### src/rtl/write_back_stage.sv
// -----------------------------------------------------------------------------
// write_back_stage
//
// Final pipeline stage of the MPS core. Picks the result of an operation from
// one of four sources (ALU, data memory, link value, immediate) and turns it
// into a single-cycle register-file write strobe. Loads whose data is not yet
// available at accept time park the stage in WAIT_MEM until the data shows up
// or a bounded timeout expires; a timeout retires the operation with an error
// pulse and no register write.
//
// Optional feature macro: WB_FORWARD_EN
//   defined   -> the fwd_* port mirrors the write port and flags an
//                outstanding load so decode can stall on its destination.
//   undefined -> the fwd_* port exists but is tied to zero.
//
// Reset is synchronous and active-high.
// -----------------------------------------------------------------------------

`ifndef DMEM_DATA_WIDTH
`define DMEM_DATA_WIDTH 8
`endif

module write_back_stage #(
  parameter int DATA_WIDTH     = `DMEM_DATA_WIDTH,
  parameter int REG_ADDR_WIDTH = 3,
  parameter int MEM_TIMEOUT    = 15
) (
  input  logic                      clk,
  input  logic                      rst,

  // operation from the memory-access stage
  input  logic                      in_valid,
  output logic                      in_ready,
  input  logic [1:0]                in_src_sel,
  input  logic [REG_ADDR_WIDTH-1:0] in_rd,
  input  logic                      in_rd_we,
  input  logic [DATA_WIDTH-1:0]     alu_z,
  input  logic [DATA_WIDTH-1:0]     link,
  input  logic [DATA_WIDTH-1:0]     imm,

  // late load data
  input  logic [DATA_WIDTH-1:0]     mem_value,
  input  logic                      mem_valid,

  // register-file write port
  output logic                      rf_we,
  output logic [REG_ADDR_WIDTH-1:0] rf_addr,
  output logic [DATA_WIDTH-1:0]     rf_data,

  // status
  output logic                      retire,
  output logic                      mem_err,

  // forwarding port towards decode
  output logic                      fwd_valid,
  output logic                      fwd_pending,
  output logic [REG_ADDR_WIDTH-1:0] fwd_addr,
  output logic [DATA_WIDTH-1:0]     fwd_data
);

  // Counter must be able to hold MEM_TIMEOUT itself.
  localparam int CNT_WIDTH = $clog2(MEM_TIMEOUT + 1);

  // The counter is cleared on accept and the first WAIT_MEM cycle sees 0, so
  // the MEM_TIMEOUT-th waiting cycle is the one holding MEM_TIMEOUT-1.
  localparam logic [CNT_WIDTH-1:0] CNT_LAST = CNT_WIDTH'(MEM_TIMEOUT - 1);
  localparam logic [CNT_WIDTH-1:0] CNT_ONE  = CNT_WIDTH'(1);
  localparam logic [CNT_WIDTH-1:0] CNT_ZERO = CNT_WIDTH'(0);

  localparam logic [1:0] SRC_ALU  = 2'd0;
  localparam logic [1:0] SRC_MEM  = 2'd1;
  localparam logic [1:0] SRC_LINK = 2'd2;
  localparam logic [1:0] SRC_IMM  = 2'd3;

  typedef enum logic {
    ST_IDLE     = 1'b0,
    ST_WAIT_MEM = 1'b1
  } wb_state_e;

  wb_state_e                 state_r;
  logic [CNT_WIDTH-1:0]      cnt_r;
  logic [REG_ADDR_WIDTH-1:0] pend_rd_r;
  logic                      pend_we_r;

  logic [DATA_WIDTH-1:0]     sel_data_s;
  logic                      accept_s;
  logic                      mem_late_s;
  logic                      in_writes_s;
  logic                      pend_writes_s;
  logic                      timeout_s;

  // Register 0 is hard-wired: an operation only writes when it asks to and
  // does not target r0.
  function automatic logic writes_reg(input logic                      we,
                                      input logic [REG_ADDR_WIDTH-1:0] rd);
    return we && (rd != {REG_ADDR_WIDTH{1'b0}});
  endfunction

  // Ready whenever idle; held low while reset is asserted.
  assign in_ready = (state_r == ST_IDLE) && !rst;

  assign accept_s      = in_valid && in_ready;
  assign mem_late_s    = (in_src_sel == SRC_MEM) && !mem_valid;
  assign in_writes_s   = writes_reg(in_rd_we, in_rd);
  assign pend_writes_s = writes_reg(pend_we_r, pend_rd_r);
  assign timeout_s     = (cnt_r == CNT_LAST);

  // Result source selection for operations that complete at accept.
  always_comb begin
    sel_data_s = alu_z;
    case (in_src_sel)
      SRC_ALU:  sel_data_s = alu_z;
      SRC_MEM:  sel_data_s = mem_value;
      SRC_LINK: sel_data_s = link;
      SRC_IMM:  sel_data_s = imm;
      default:  sel_data_s = alu_z;
    endcase
  end

  // Stage FSM: accepts operations, waits for late loads, drives the
  // registered write strobe, retire and error pulses.
  always_ff @(posedge clk) begin
    if (rst) begin
      state_r   <= ST_IDLE;
      cnt_r     <= CNT_ZERO;
      pend_rd_r <= {REG_ADDR_WIDTH{1'b0}};
      pend_we_r <= 1'b0;
      rf_we     <= 1'b0;
      rf_addr   <= {REG_ADDR_WIDTH{1'b0}};
      rf_data   <= {DATA_WIDTH{1'b0}};
      retire    <= 1'b0;
      mem_err   <= 1'b0;
    end else begin
      // strobes are single-cycle; address/data hold unless a write happens
      rf_we   <= 1'b0;
      retire  <= 1'b0;
      mem_err <= 1'b0;

      case (state_r)
        ST_IDLE: begin
          if (accept_s) begin
            if (mem_late_s) begin
              // load data not here yet: remember the destination and wait
              pend_rd_r <= in_rd;
              pend_we_r <= in_rd_we;
              cnt_r     <= CNT_ZERO;
              state_r   <= ST_WAIT_MEM;
            end else begin
              retire <= 1'b1;
              if (in_writes_s) begin
                rf_we   <= 1'b1;
                rf_addr <= in_rd;
                rf_data <= sel_data_s;
              end
            end
          end
        end

        ST_WAIT_MEM: begin
          if (mem_valid) begin
            // data wins over a coincident timeout
            retire  <= 1'b1;
            state_r <= ST_IDLE;
            if (pend_writes_s) begin
              rf_we   <= 1'b1;
              rf_addr <= pend_rd_r;
              rf_data <= mem_value;
            end
          end else if (timeout_s) begin
            // give up: retire with error, drop the write
            retire  <= 1'b1;
            mem_err <= 1'b1;
            cnt_r   <= cnt_r + CNT_ONE;
            state_r <= ST_IDLE;
          end else begin
            cnt_r <= cnt_r + CNT_ONE;
          end
        end

        default: begin
          state_r <= ST_IDLE;
        end
      endcase
    end
  end

`ifdef WB_FORWARD_EN
  logic fwd_pending_s;

  // An outstanding load that will write a real register blocks decode.
  assign fwd_pending_s = (state_r == ST_WAIT_MEM) && pend_writes_s && !rst;

  assign fwd_pending = fwd_pending_s;
  assign fwd_valid   = rf_we;
  assign fwd_addr    = fwd_pending_s ? pend_rd_r : rf_addr;
  assign fwd_data    = rf_data;
`else
  assign fwd_pending = 1'b0;
  assign fwd_valid   = 1'b0;
  assign fwd_addr    = {REG_ADDR_WIDTH{1'b0}};
  assign fwd_data    = {DATA_WIDTH{1'b0}};
`endif

endmodule

### config.mk
export PLATFORM = sky130hd
export DESIGN_NAME = write_back_stage
export DESIGN_NICKNAME = d
export VERILOG_FILES = /design/src/rtl/write_back_stage.sv
export SDC_FILE = /design/constraint.sdc
export NUM_CORES = 1
export LEC_CHECK = 0
export CORE_UTILIZATION = 44
export CTS_BUF_LIST = sky130_fd_sc_hd__clkbuf_4 sky130_fd_sc_hd__clkbuf_8
export DETAILED_ROUTE_END_ITERATION = 12
export PLACE_DENSITY = 0.84
export SYNTH_ARGS = -nofsm -noshare
export SYNTH_HDL_FRONTEND = slang
export SYNTH_SLANG_ARGS = --single-unit
### constraint.sdc
create_clock -name clk -period 3.2 [get_ports clk]
set_input_delay 0.64 -clock clk [delete_from_list [all_inputs] [get_ports clk]]
set_output_delay 0.64 -clock clk [all_outputs]
set_load 0.02 [all_outputs]
# [After elaboration in Yosys (flattened, before gate mapping)]
# Index checks and enable logic that the tools add are counted.
[word_totals] input_bits=42 word_cells=69 ff_bits=23 out_inout_bits=28
[classes] muxes=33 n_bitwise=1 eq_ne=11 reduce_logical=14 add_sub_neg=1
[op_table] op="8-bit 2-to-1 mux" count=5
[op_table] op="8-bit case mux with 4 select lines" count=1
[op_table] op="8-bit case mux with 2 select lines" count=1
[op_table] op="3-bit 2-to-1 mux" count=5
[op_table] op="1-bit 2-to-1 mux" count=13
[op_table] op="4-bit 2-to-1 mux" count=3
[op_table] op="2-bit != test, second input constant" count=6
[op_table] op="4-bit case mux with 2 select lines" count=1
[op_table] op="1-bit case mux with 2 select lines" count=3
[op_table] op="3-bit case mux with 2 select lines" count=1
[op_table] op="3-bit AND reduction" count=2
[op_table] op="3-bit nonzero test" count=2
[op_table] op="1-bit logical AND" count=5
[op_table] op="5-bit AND reduction" count=1
[op_table] op="4-bit by 1-bit adder with 4-bit output, second input constant" count=1
[op_table] op="2-bit == test, second input constant" count=2
[op_table] op="4-bit == test, second input constant" count=1
[op_table] op="3-bit OR reduction" count=1
[op_table] op="2-bit by 1-bit == test with 1-bit output, second input constant" count=1
[op_table] op="1-bit zero test" count=2
[op_table] op="2-bit zero test" count=1
[op_table] op="2-bit by 1-bit != test with 1-bit output, second input constant" count=1
[op_table] op="1-bit NOT" count=1

# [Longest topological paths before layout]
# Gate-level depths: netlist of the first run.
[logic_depth] ltp_word=6 mapped_depth=6 ltp_nobuf=5

# [Worst setup path after synthesis of the first run]
# OpenSTA, ideal clock, no wires.
[synth_path] kind="in2reg" startpoint="input rst" endpoint="register rf_data[0]" stages=4 setup_slack_ns=1.337 t_required_ns=3.064 arrival_ns=1.727 path_buffers=0 setup_time_ns=0.136 cell_sequence="nor2_1 -> nand4_2 -> a221oi_1 -> nor3_2"
[synth_between] elab_chain_cells=5
[synth_lines] element="start, declared" line="29" rtl="input logic rst,"
[synth_lines] element="1-bit zero test" line="100" rtl="assign in_ready = (state_r == ST_IDLE) && !rst;"
[synth_lines] element="1-bit logical AND" line="100"
[synth_lines] element="1-bit logical AND" line="102" rtl="assign accept_s = in_valid && in_ready;"
[synth_lines] element="2-bit != test (no line)"
[synth_lines] element="5-bit AND reduction (no line)"
[synth_lines] element="end signal, assigned" line="130" rtl="rf_data <= {DATA_WIDTH{1'b0}};"
[synth_lines] element="end signal, assigned" line="153" rtl="rf_data <= sel_data_s;"
[synth_lines] element="end signal, assigned" line="167" rtl="rf_data <= mem_value;"
[synth_lines] element="end, declared" line="48" rtl="output logic [DATA_WIDTH-1:0] rf_data,"
# Parallel ways exist; a longest one is shown, timed or not.
# A chain may end at the register's enable or synchronous reset.

# [Worst setup path after layout of the first run]
[layout_path] startpoint="input rst" endpoint="output in_ready"
[layout_between] elab_chain_cells=2
[layout_lines] element="1-bit zero test" line="100"
[layout_lines] element="1-bit logical AND" line="100"
[layout_lines] element="end, declared" line="33" rtl="output logic in_ready,"
# Every way passes these cells.

==> results of run 1 <==
## worst reg2reg max path, stage by stage, from the launching register on
cell	delay, ns
dfxtp_1	0.51
or3b_4	0.51
nor3b_4	0.54
o21ai_0	0.16
o311a_1	0.15
## placed cells by master (no fill, tap or decap), drive strengths merged, types with 3 or more instances in the layout
cell / Yosys / layout
o2bb2ai: 6 / 6
o21ai: 3 / 3
o311a: 3 / 3
mux2i: 15 / 15
nor3: 16 / 16
a21oi: 8 / 8
inv: 3 / 3
dfxtp: 23 / 23
clkbuf: 2 / 3
nand4: 3 / 3
nand3: 4 / 4
nor2: 11 / 11
clkdlybuf4s50: 0 / 56
nand2b: 3 / 3
a221oi: 6 / 6
nand2: 3 / 3
conb: 1 / 13
## final cells by class
cell class | instances | share of cell area [%]
Clock buffer | 3 | 1.152
Clock inverter | 1 | 0.3841
Inverter | 3 | 0.5762
Multi-Input combinational cell | 115 | 42.06
Sequential cell | 23 | 23.56
Tap cell | 44 | 2.817
Timing Repair Buffer | 58 | 29.45
## state kept, by name, indices dropped and copies added (netlist names)
signal and count:
cnt_r 4, state_r 1, pend_we_r 1, retire 1
mem_err 1, rf_we 1, rf_data 8, rf_addr 3
pend_rd_r 3
## where the power goes
part | switching, W | leakage (nW) | internal, W | total, W
registers | 0.00000535 | 0.187 | 0.000295 | 0.000300
clock network | 0.0000923 | 0.0139 | 0.0000477 | 0.000140
logic | 0.0000752 | 0.526 | 0.0000845 | 0.000160
total | 0.000173 | 0.727 | 0.000427 | 0.000600
## cell usage after synthesis (all sizes together)
master	number	area (um^2)
nor4	2	12.51
xor2	2	17.52
or3	1	6.260
mux2i	15	150.1
nor2b	2	12.51
nor3b	2	26.28
a221oi	6	52.55
o21ai	3	15.01
buf	18	133.9
a21oi	8	47.55
o31a	1	8.760
inv	3	11.26
o311a	3	30.03
nand2b	3	18.77
nand4	3	25.02
nor2	11	48.80
a211oi	1	7.510
or3b	2	20.02
clkbuf	2	8.750
nor3	16	110.1
conb	1	3.750
dfxtp	23	460.4
nand2	3	11.26
a31oi	1	6.260
a21o	2	15.01
ha	2	25.02
and4	1	8.760
nand3	4	20.02
o211ai	2	25.02
o2bb2ai	6	52.55
## per-stage QoR
step	cell area, um^2	std cells	total power [W]	util [%]
2_1_floorplan	1436	161	0.0003955	-
3_3_place_gp	1924	243	0.0004617	63.55
3_5_place_dp	1924	243	0.0004658	63.55
4_1_cts	1954	247	0.0006065	64.55
5_1_grt	1954	247	0.0006310	64.55
6_report	1954	247	0.0005999	64.55
## worst min path at each step
stage                      start            to  slack (ns)  cells after the start
floorplan           pend_rd_r[2]  pend_rd_r[2]        0.47                      2
global placement      rf_data[5]    rf_data[5]        0.48                      2
detailed placement    rf_data[5]    rf_data[5]        0.48                      2
CTS                   rf_data[5]    rf_data[5]        0.50                      2
global route          rf_data[5]    rf_data[5]        0.52                      2
finish                rf_data[5]    rf_data[5]        0.50                      2
## routing by layer
metal	share of wire (%)	vias to the layer above	global-route usage [%]	wire [um]
met5	0	-	0	0
met4	0.75	0	7.823	27
met3	3.6	2	3.348	130
met2	56	34	40.72	2017
met1	40	647	26.64	1448
li1	-	642	-	-
## logic make-up after synthesis
| group | after synthesis |
|---|---|
| and+or+nand+nor | 50 |
| DFF | 23 |
| adders and majority gates | 2 |
| xor gates and xnor gates | 2 |
| muxes | 15 |
| other | 1 |
| AOI/OAI and AO/OA | 33 |
| buffers and inverters | 23 |
==> results.sh, run 1 <==
export IMPL_worstPathCellList="clkdlybuf4s50_1 -> nor2_1 -> clkdlybuf4s50_1"
export IMPL_max_slew_margin_rel_pct=47.31
export IMPL_crit_start="rst"
export IMPL_ys_seq_area_share_pct=33.09
export IMPL_fin_skew_ns=0.009206
export IMPL_seqCellArea_um2=460.4
export IMPL_rows=20
export IMPL_rr_worst_depth=4
export IMPL_cp_num_buf_inv=2
export IMPL_clockBufferDepth=2
export IMPL_hold_viol=0
export IMPL_timing_critical_path_to="in_ready"
export IMPL_worstReg2RegEnd="rf_addr[0]"
export IMPL_htree_levels=1
export IMPL_grt_pass1_wl_mm=5.851
export IMPL_start_kind="input pin"
export IMPL_drcViolationCount=0
export IMPL_setup_ws_ns=0.5908
export IMPL_synth_fa_ha_area_share_pct=1.799
export IMPL_hold_path_class="reg -> reg"
export IMPL_r2r_start="state_r"
export IMPL_grt_usage_pct=22.41
export IMPL_synth_compound_area_share_pct=18.71
export IMPL_port_buffers=56
export IMPL_fmax_ghz=0.3833
export IMPL_powerDensity_nw_per_um2=307.0
export IMPL_critPathKind="in -> out"
export IMPL_cts_tree="yes"
export IMPL_n_antenna_cell=0
export IMPL_multi_input_area_um2=822.0
export IMPL_syn_area_um2=1391
export IMPL_cp_max_fo=3
export IMPL_syn_avg_cell_area_um2=9.338
export IMPL_wl_per_cell_um=14.67
export IMPL_vias_per_cell=5.364
export IMPL_grt_overflow=0
export IMPL_cts_sinks=23
export IMPL_postRouteAntennaNets=0
export IMPL_core_um2=3028
export IMPL_n_fill_cell=269
export IMPL_clk_latency_ns=0.32
export IMPL_critPathSlowestCell="clkdlybuf4s50_1"
export IMPL_post_cts_resized=0
export IMPL_rsz0062_at_grt="no"
export IMPL_drive_above_1_share_pct=10.34
export IMPL_setup_viol=0
export IMPL_peakVddDrop_v=0.0002155
export IMPL_die_w_um=58.23
export IMPL_vias=1325
export IMPL_synth_top_family_by_area="simple AND/OR/NAND/NOR gates"
export IMPL_gp_congestion=0.8025
export IMPL_drt_iter0_markers=59
export IMPL_tightest_slew_ns=0.7843
export IMPL_crit_top_cell="clkdlybuf4s50_1"
export IMPL_slowest_delay_ns=0.66
export IMPL_boundaryPins=70
export IMPL_drv_slew=0
export IMPL_antenna_found_initial=0
export IMPL_dieArea_um2=3391
export IMPL_dp_hpwl_mm=2.864
export IMPL_die_height_um=58.23
export IMPL_outcome="completed"
export IMPL_synth_mux_area_share_pct=10.79
export IMPL_area_growth_pct=40.47
export IMPL_whs_ns=0.5008
export IMPL_grt_pass1_vias=1266
export IMPL_maxCapViolations=0
export IMPL_crit_arrival_ns=1.97
export IMPL_cp_required_ns=2.56
export IMPL_grt_max_degree=23
export IMPL_fin_crit_sh_pct=81.54
export IMPL_post_place_ws_ns=0.4761
export IMPL_hold_buffers=0
export IMPL_setup_tns_ns=0
export IMPL_clkTransAtPathRegs_ns=0.13
export IMPL_drt_wl_total_mm=3.624
export IMPL_fin_crit_ns=2.609
export IMPL_synth_simple_area_share_pct=23.02
export IMPL_initial_core_util_pct=45.95
export IMPL_yosys_area_share_xor_xnor_pct=1.259
export IMPL_yosys_warnings=0
export IMPL_cp_num_cells=3
export IMPL_num_nets_final=248
export IMPL_critPathCaptureType="output port"
export IMPL_ys_ff_latch=23
export IMPL_syn_inst=149
export IMPL_clockRootBuffer="clkbuf_4"
export IMPL_firstDrtPassIters=4
export IMPL_total_leakage_power_nw=0.7268
export IMPL_r2r_setup_slack_ns=1.24
export IMPL_cts_buffers=3
export IMPL_critPathTopFamily="buffers and inverters"
export IMPL_cts_setup_buffers=0
export IMPL_ys_types=41
(Power assumes the default switching activity.)
==> run 2: changes to the inputs <==
Settings changed: CORE_UTILIZATION 44 to 37, PLACE_DENSITY 0.84 to 0.75.
Clock period 3.2 ns to 2.3 ns, I/O delays scaled along.
==> run 2 against run 1 <==
Effect of this change: utilization shrank 6.1 points; clock power grew 83%; combinational power grew 43%; non-clock buffer count grew 7; critical path type unchanged.
==> results.sh, run 2 (same netlist as run 1, synthesis figures left out) <==
export IMPL_outcome="completed"
export IMPL_gp_congestion=0.8001
export IMPL_area_growth_pct=45.77
export IMPL_stdcell_count=256
export IMPL_total_leakage_power_nw=0.7698
export IMPL_rsz0062_at_grt="no"
export IMPL_dp_hpwl_mm=2.909
export IMPL_final_common_cell="clkdlybuf4s50_1"
export IMPL_p_sw_w=0.0002461
export IMPL_cts_setup_buffers=0
export IMPL_cp_required_ns=1.84
export IMPL_drv_slew=0
export IMPL_peakVddDrop_v=0.0003720
export IMPL_grt_max_degree=17
export IMPL_p_clk_share_pct=28.4
export IMPL_postRouteAntennaNets=0
export IMPL_htree_levels=1
export IMPL_post_cts_resized=0
export IMPL_cts_tree="yes"
export IMPL_rows=21
export IMPL_wl_per_cell_um=14.22
export IMPL_crit_arrival_ns=1.72
export IMPL_top_register="rf_data"
export IMPL_largest_reg_flops=8
export IMPL_firstDrtPassIters=4
export IMPL_r2r_start="state_r"
export IMPL_drive_above_1_share_pct=13.33
export IMPL_reg_top3="rf_data (8), cnt_r (4)"
export IMPL_fin_skew_ns=0.001788
export IMPL_maxCapViolations=0
export IMPL_die_w_um=63.32
export IMPL_timing_critical_path_to="in_ready"
export IMPL_post_place_ws_ns=0.09232
export IMPL_placed_area_um2=1979
export IMPL_design_area_um2=2028
export IMPL_antenna_found_initial=0
export IMPL_core_um2=3468
export IMPL_critPathCaptureType="output port"
export IMPL_clockRootBuffer="clkbuf_8"
export IMPL_sw_frac_of_total_pct=27.26
export IMPL_setup_viol=0
export IMPL_powerDensity_nw_per_um2=445.1
export IMPL_grt_overflow=0
export IMPL_fmax_ghz=0.4592
export IMPL_r2r_setup_slack_ns=0.45
export IMPL_vias=1315
export IMPL_crit_start="rst"
export IMPL_start_kind="input pin"
export IMPL_fin_crit_sh_pct=94.69
export IMPL_clk_latency_ns=0.26
export IMPL_critPathKind="in -> out"
export IMPL_drt_wl_total_mm=3.641
export IMPL_drt_iter0_markers=58
export IMPL_cp_max_fo=4
export IMPL_rr_worst_depth=3
export IMPL_cts_sinks=23
export IMPL_place_inst=252
export IMPL_clockBufferDepth=2
export IMPL_sequentialPowerShare_pct=46.2
export IMPL_setup_ws_ns=0.1222
export IMPL_grt_usage_pct=18.16
export IMPL_grt_pass1_vias=1281
export IMPL_power_internal_w=0.0006567
export IMPL_max_slew_margin_rel_pct=53.43
export IMPL_hold_path_class="reg -> reg"
export IMPL_drcViolationCount=0
export IMPL_dieArea_um2=4009
export IMPL_grt_pass1_wl_mm=5.837
export IMPL_boundaryPins=70
export IMPL_setup_tns_ns=0
export IMPL_clkTransAtPathRegs_ns=0.08
export IMPL_vias_per_cell=5.137
export IMPL_hold_buffers=0
export IMPL_final_cell_mix="clkdlybuf4s50_1, dfxtp_1, mux2i_1"
export IMPL_die_height_um=63.32
export IMPL_worstReg2RegEnd="rf_data[4]"
export IMPL_pwr_share_comb_pct=25.4
export IMPL_hold_viol=0
export IMPL_port_buffers=56
export IMPL_n_fill_cell=335
export IMPL_initial_core_util_pct=40.12
export IMPL_cts_buffers=3
export IMPL_tightest_slew_ns=0.6933
export IMPL_n_antenna_cell=0
export IMPL_num_nets_final=255
export IMPL_fin_crit_ns=2.178
-- run 2: cell count changes in the layout (fill, tap and decap cells not counted), sizes merged --
cell  previous run  this run
buf              2         9
-- run 2: layer usage --
metal	global-route usage, %	vias up	share of wire [%]
met2	33.38	33	54
li1	-	652	-
met5	0	-	0
met1	22.01	628	42
met3	3.442	2	4.0
met4	2.557	0	0.41
-- run 2: area by class of cell --
cell class                 count  area, um^2  share of cell area, %
clock buffer                   3       41.29                  2.036
clock inverter                 1       7.507                 0.3701
inverter                       3       11.26                 0.5552
multi-input combinational    115       822.0                  40.53
sequential                    23       460.4                  22.70
tap                           46       57.56                  2.838
timing repair buffer          65       628.1                  30.97
-- run 2: power by group through the flow --
| stage | clock [W] | combinational [W] | sequential (W) |
|---|---|---|---|
| floorplan | 0 | 0.000113 | 0.000438 |
| finish | 0.000256 | 0.000229 | 0.000417 |
| global placement | 0 | 0.000226 | 0.000426 |
| global route | 0.000281 | 0.000246 | 0.000419 |
| detailed placement | 0 | 0.000229 | 0.000427 |
| CTS | 0.000259 | 0.000231 | 0.000417 |
-- run 2: stage by stage --
step | total power, W | utilization (%) | hold WS, ns
after detailed placement | 0.0006557 | 57.07 | 0.4791
final | 0.0009028 | 58.48 | 0.4881
after CTS | 0.0009067 | 58.48 | 0.4925
after floorplan | 0.0005503 | - | 0.4742
after global placement | 0.0006514 | 57.07 | 0.4652
after global routing | 0.0009456 | 58.48 | 0.5040
-- run 2: worst min path at each step --
stage / startpoint / to / slack [ns] / depth (start not counted)
2_1_floorplan: pend_rd_r[2] / pend_rd_r[2] / 0.47 / 2
3_3_place_gp: rf_data[7] / rf_data[7] / 0.47 / 2
3_5_place_dp: rf_data[5] / rf_data[5] / 0.48 / 2
4_1_cts: rf_data[5] / rf_data[5] / 0.49 / 2
5_1_grt: rf_data[7] / rf_data[7] / 0.50 / 2
6_report: rf_data[5] / rf_data[5] / 0.49 / 2
-- run 2: critical path, stage by stage --
cell and delay, ns:
clkdlybuf4s50_1 0.48, nor2_1 0.15, clkdlybuf4s50_1 0.63
==> run 3: changes to the inputs <==
Settings changed: PLACE_DENSITY 0.75 to 0.81.
==> run 3 against run 2 <==
Effect of this change: combinational power is essentially flat; clock skew is 0.0050 ns higher; sequential power hardly changed; global-route usage down 1.2 points; maximum frequency about the same; critical path type unchanged; largest power group unchanged.
==> results.sh, run 3 (same netlist as run 1, synthesis figures left out) <==
export IMPL_outcome="completed"
export IMPL_rr_worst_depth=3
export IMPL_num_nets_final=254
export IMPL_clk_latency_ns=0.27
export IMPL_final_cell_mix="clkdlybuf4s50_1, dfxtp_1, mux2i_1"
export IMPL_grt_overflow=0
export IMPL_rows=21
export IMPL_worstReg2RegEnd="rf_data[0]"
export IMPL_setup_tns_ns=0
export IMPL_antenna_found_initial=0
export IMPL_cts_setup_buffers=0
export IMPL_timing_critical_path_to="in_ready"
export IMPL_drcViolationCount=0
export IMPL_hold_viol=0
export IMPL_whs_ns=0.4784
export IMPL_grt_max_degree=17
export IMPL_total_leakage_power_nw=0.7682
export IMPL_met2_length_mm=1.688
export IMPL_core_um2=3468
export IMPL_drv_slew=0
export IMPL_hold_path_class="reg -> reg"
export IMPL_critPathKind="in -> out"
export IMPL_grt_usage_pct=16.92
export IMPL_peakVddDrop_v=0.0004339
export IMPL_cts_sinks=23
export IMPL_drive_above_1_share_pct=12.92
export IMPL_setup_viol=0
export IMPL_fmax_ghz=0.4590
export IMPL_crit_top_cell="clkdlybuf4s50_1"
export IMPL_start_kind="input pin"
export IMPL_htree_levels=1
export IMPL_firstDrtPassIters=4
export IMPL_area_growth_pct=45.05
export IMPL_fin_skew_ns=0.006778
export IMPL_critPathSlowestCell="clkdlybuf4s50_1"
export IMPL_gp_congestion=0.7984
export IMPL_fin_crit_sh_pct=94.72
export IMPL_initial_core_util_pct=40.12
export IMPL_cp_max_fo=4
export IMPL_cts_tree="yes"
export IMPL_clkTransAtPathRegs_ns=0.08
export IMPL_drt_iter0_markers=37
export IMPL_top_register="rf_data"
export IMPL_n_antenna_cell=0
export IMPL_post_cts_resized=0
export IMPL_fin_crit_ns=2.178
export IMPL_grt_pass1_wl_mm=5.368
export IMPL_rsz0062_at_grt="no"
export IMPL_largest_reg_flops=8
export IMPL_vias_per_cell=4.996
export IMPL_post_place_ws_ns=0.09891
export IMPL_crit_arrival_ns=1.72
export IMPL_die_height_um=63.32
export IMPL_vias=1274
export IMPL_r2r_setup_slack_ns=0.51
export IMPL_r2r_start="state_r"
export IMPL_setup_ws_ns=0.1215
export IMPL_slowest_delay_ns=0.63
export IMPL_dieArea_um2=4009
export IMPL_clockBufferDepth=2
export IMPL_die_w_um=63.32
export IMPL_powerDensity_nw_per_um2=444.7
export IMPL_highest_layer="met3"
export IMPL_worstPathCellList="clkdlybuf4s50_1 -> nor2_1 -> clkdlybuf4s50_1"
export IMPL_met1Wirelength_mm=1.471
export IMPL_tightest_slew_ns=0.6538
export IMPL_grt_pass1_vias=1198
export IMPL_max_slew_margin_rel_pct=56.08
export IMPL_final_common_cell="clkdlybuf4s50_1"
export IMPL_hold_buffers=0
export IMPL_dp_hpwl_mm=2.669
export IMPL_critPathCaptureType="output port"
export IMPL_cts_buffers=3
export IMPL_drt_wl_total_mm=3.323
export IMPL_port_buffers=56
export IMPL_maxCapViolations=0
export IMPL_wl_per_cell_um=13.03
export IMPL_boundaryPins=70
export IMPL_wl_met3_um=164
export IMPL_reg_top3="rf_data (8), cnt_r (4)"
export IMPL_postRouteAntennaNets=0
export IMPL_clockRootBuffer="clkbuf_8"
export IMPL_crit_start="rst"
export IMPL_cp_required_ns=1.84
## run 3: cell count changes in the layout (fill, tap and decap cells not counted)
cell and delta:
buf_4 -1, clkinv_2 +1, clkinvlp_4 -1
## run 3: through the flow
stage          std cells  utilization [%]  cell area, um^2  total power, W
4_1_cts              255            58.19             2018       0.0009022
6_report             255            58.19             2018       0.0008974
5_1_grt              255            58.19             2018       0.0009471
3_5_place_dp         251            56.85             1972       0.0006526
2_1_floorplan        161                -             1436       0.0005503
3_3_place_gp         251            56.85             1972       0.0006507
## run 3: layout make-up
type                            instances  area, um^2
Fill cell                             330        1450
Clock inverter                          1       5.005
Clock buffer                            3       41.29
Timing Repair Buffer                   64       620.6
Sequential cell                        23       460.4
Inverter                                3       11.26
Multi-Input combinational cell        115       822.0
Tap cell                               46       57.56
## run 3: critical path, delay by kind of cell
family | cells | cell delay [ns]
buffers and inverters | 2 | 1.10
and+or+nand+nor | 1 | 0.16
## run 3: power breakdown
| part | switching, W | internal (W) | leakage [nW] |
|---|---|---|---|
| combinational | 0.000103 | 0.000124 | 0.556 |
| sequential | 0.00000667 | 0.000410 | 0.187 |
| clock | 0.000133 | 0.000121 | 0.0255 |
## run 3: how the worst min path moves through the flow
stage	startpoint	to	slack, ns	depth (start not counted)
detailed placement	rf_data[5]	rf_data[5]	0.47	2
global route	rf_data[5]	rf_data[5]	0.49	2
global placement	rf_data[5]	rf_data[5]	0.47	2
finish	rf_data[5]	rf_data[5]	0.48	2
floorplan	pend_rd_r[2]	pend_rd_r[2]	0.47	2
CTS	rf_data[5]	rf_data[5]	0.48	2
## run 3: per-layer routing
layer / track usage (%) / up-vias
met5: 0 / -
met4: 2.557 / 0
met3: 4.348 / 0
met2: 29.92 / 39
met1: 20.70 / 585
li1: - / 650
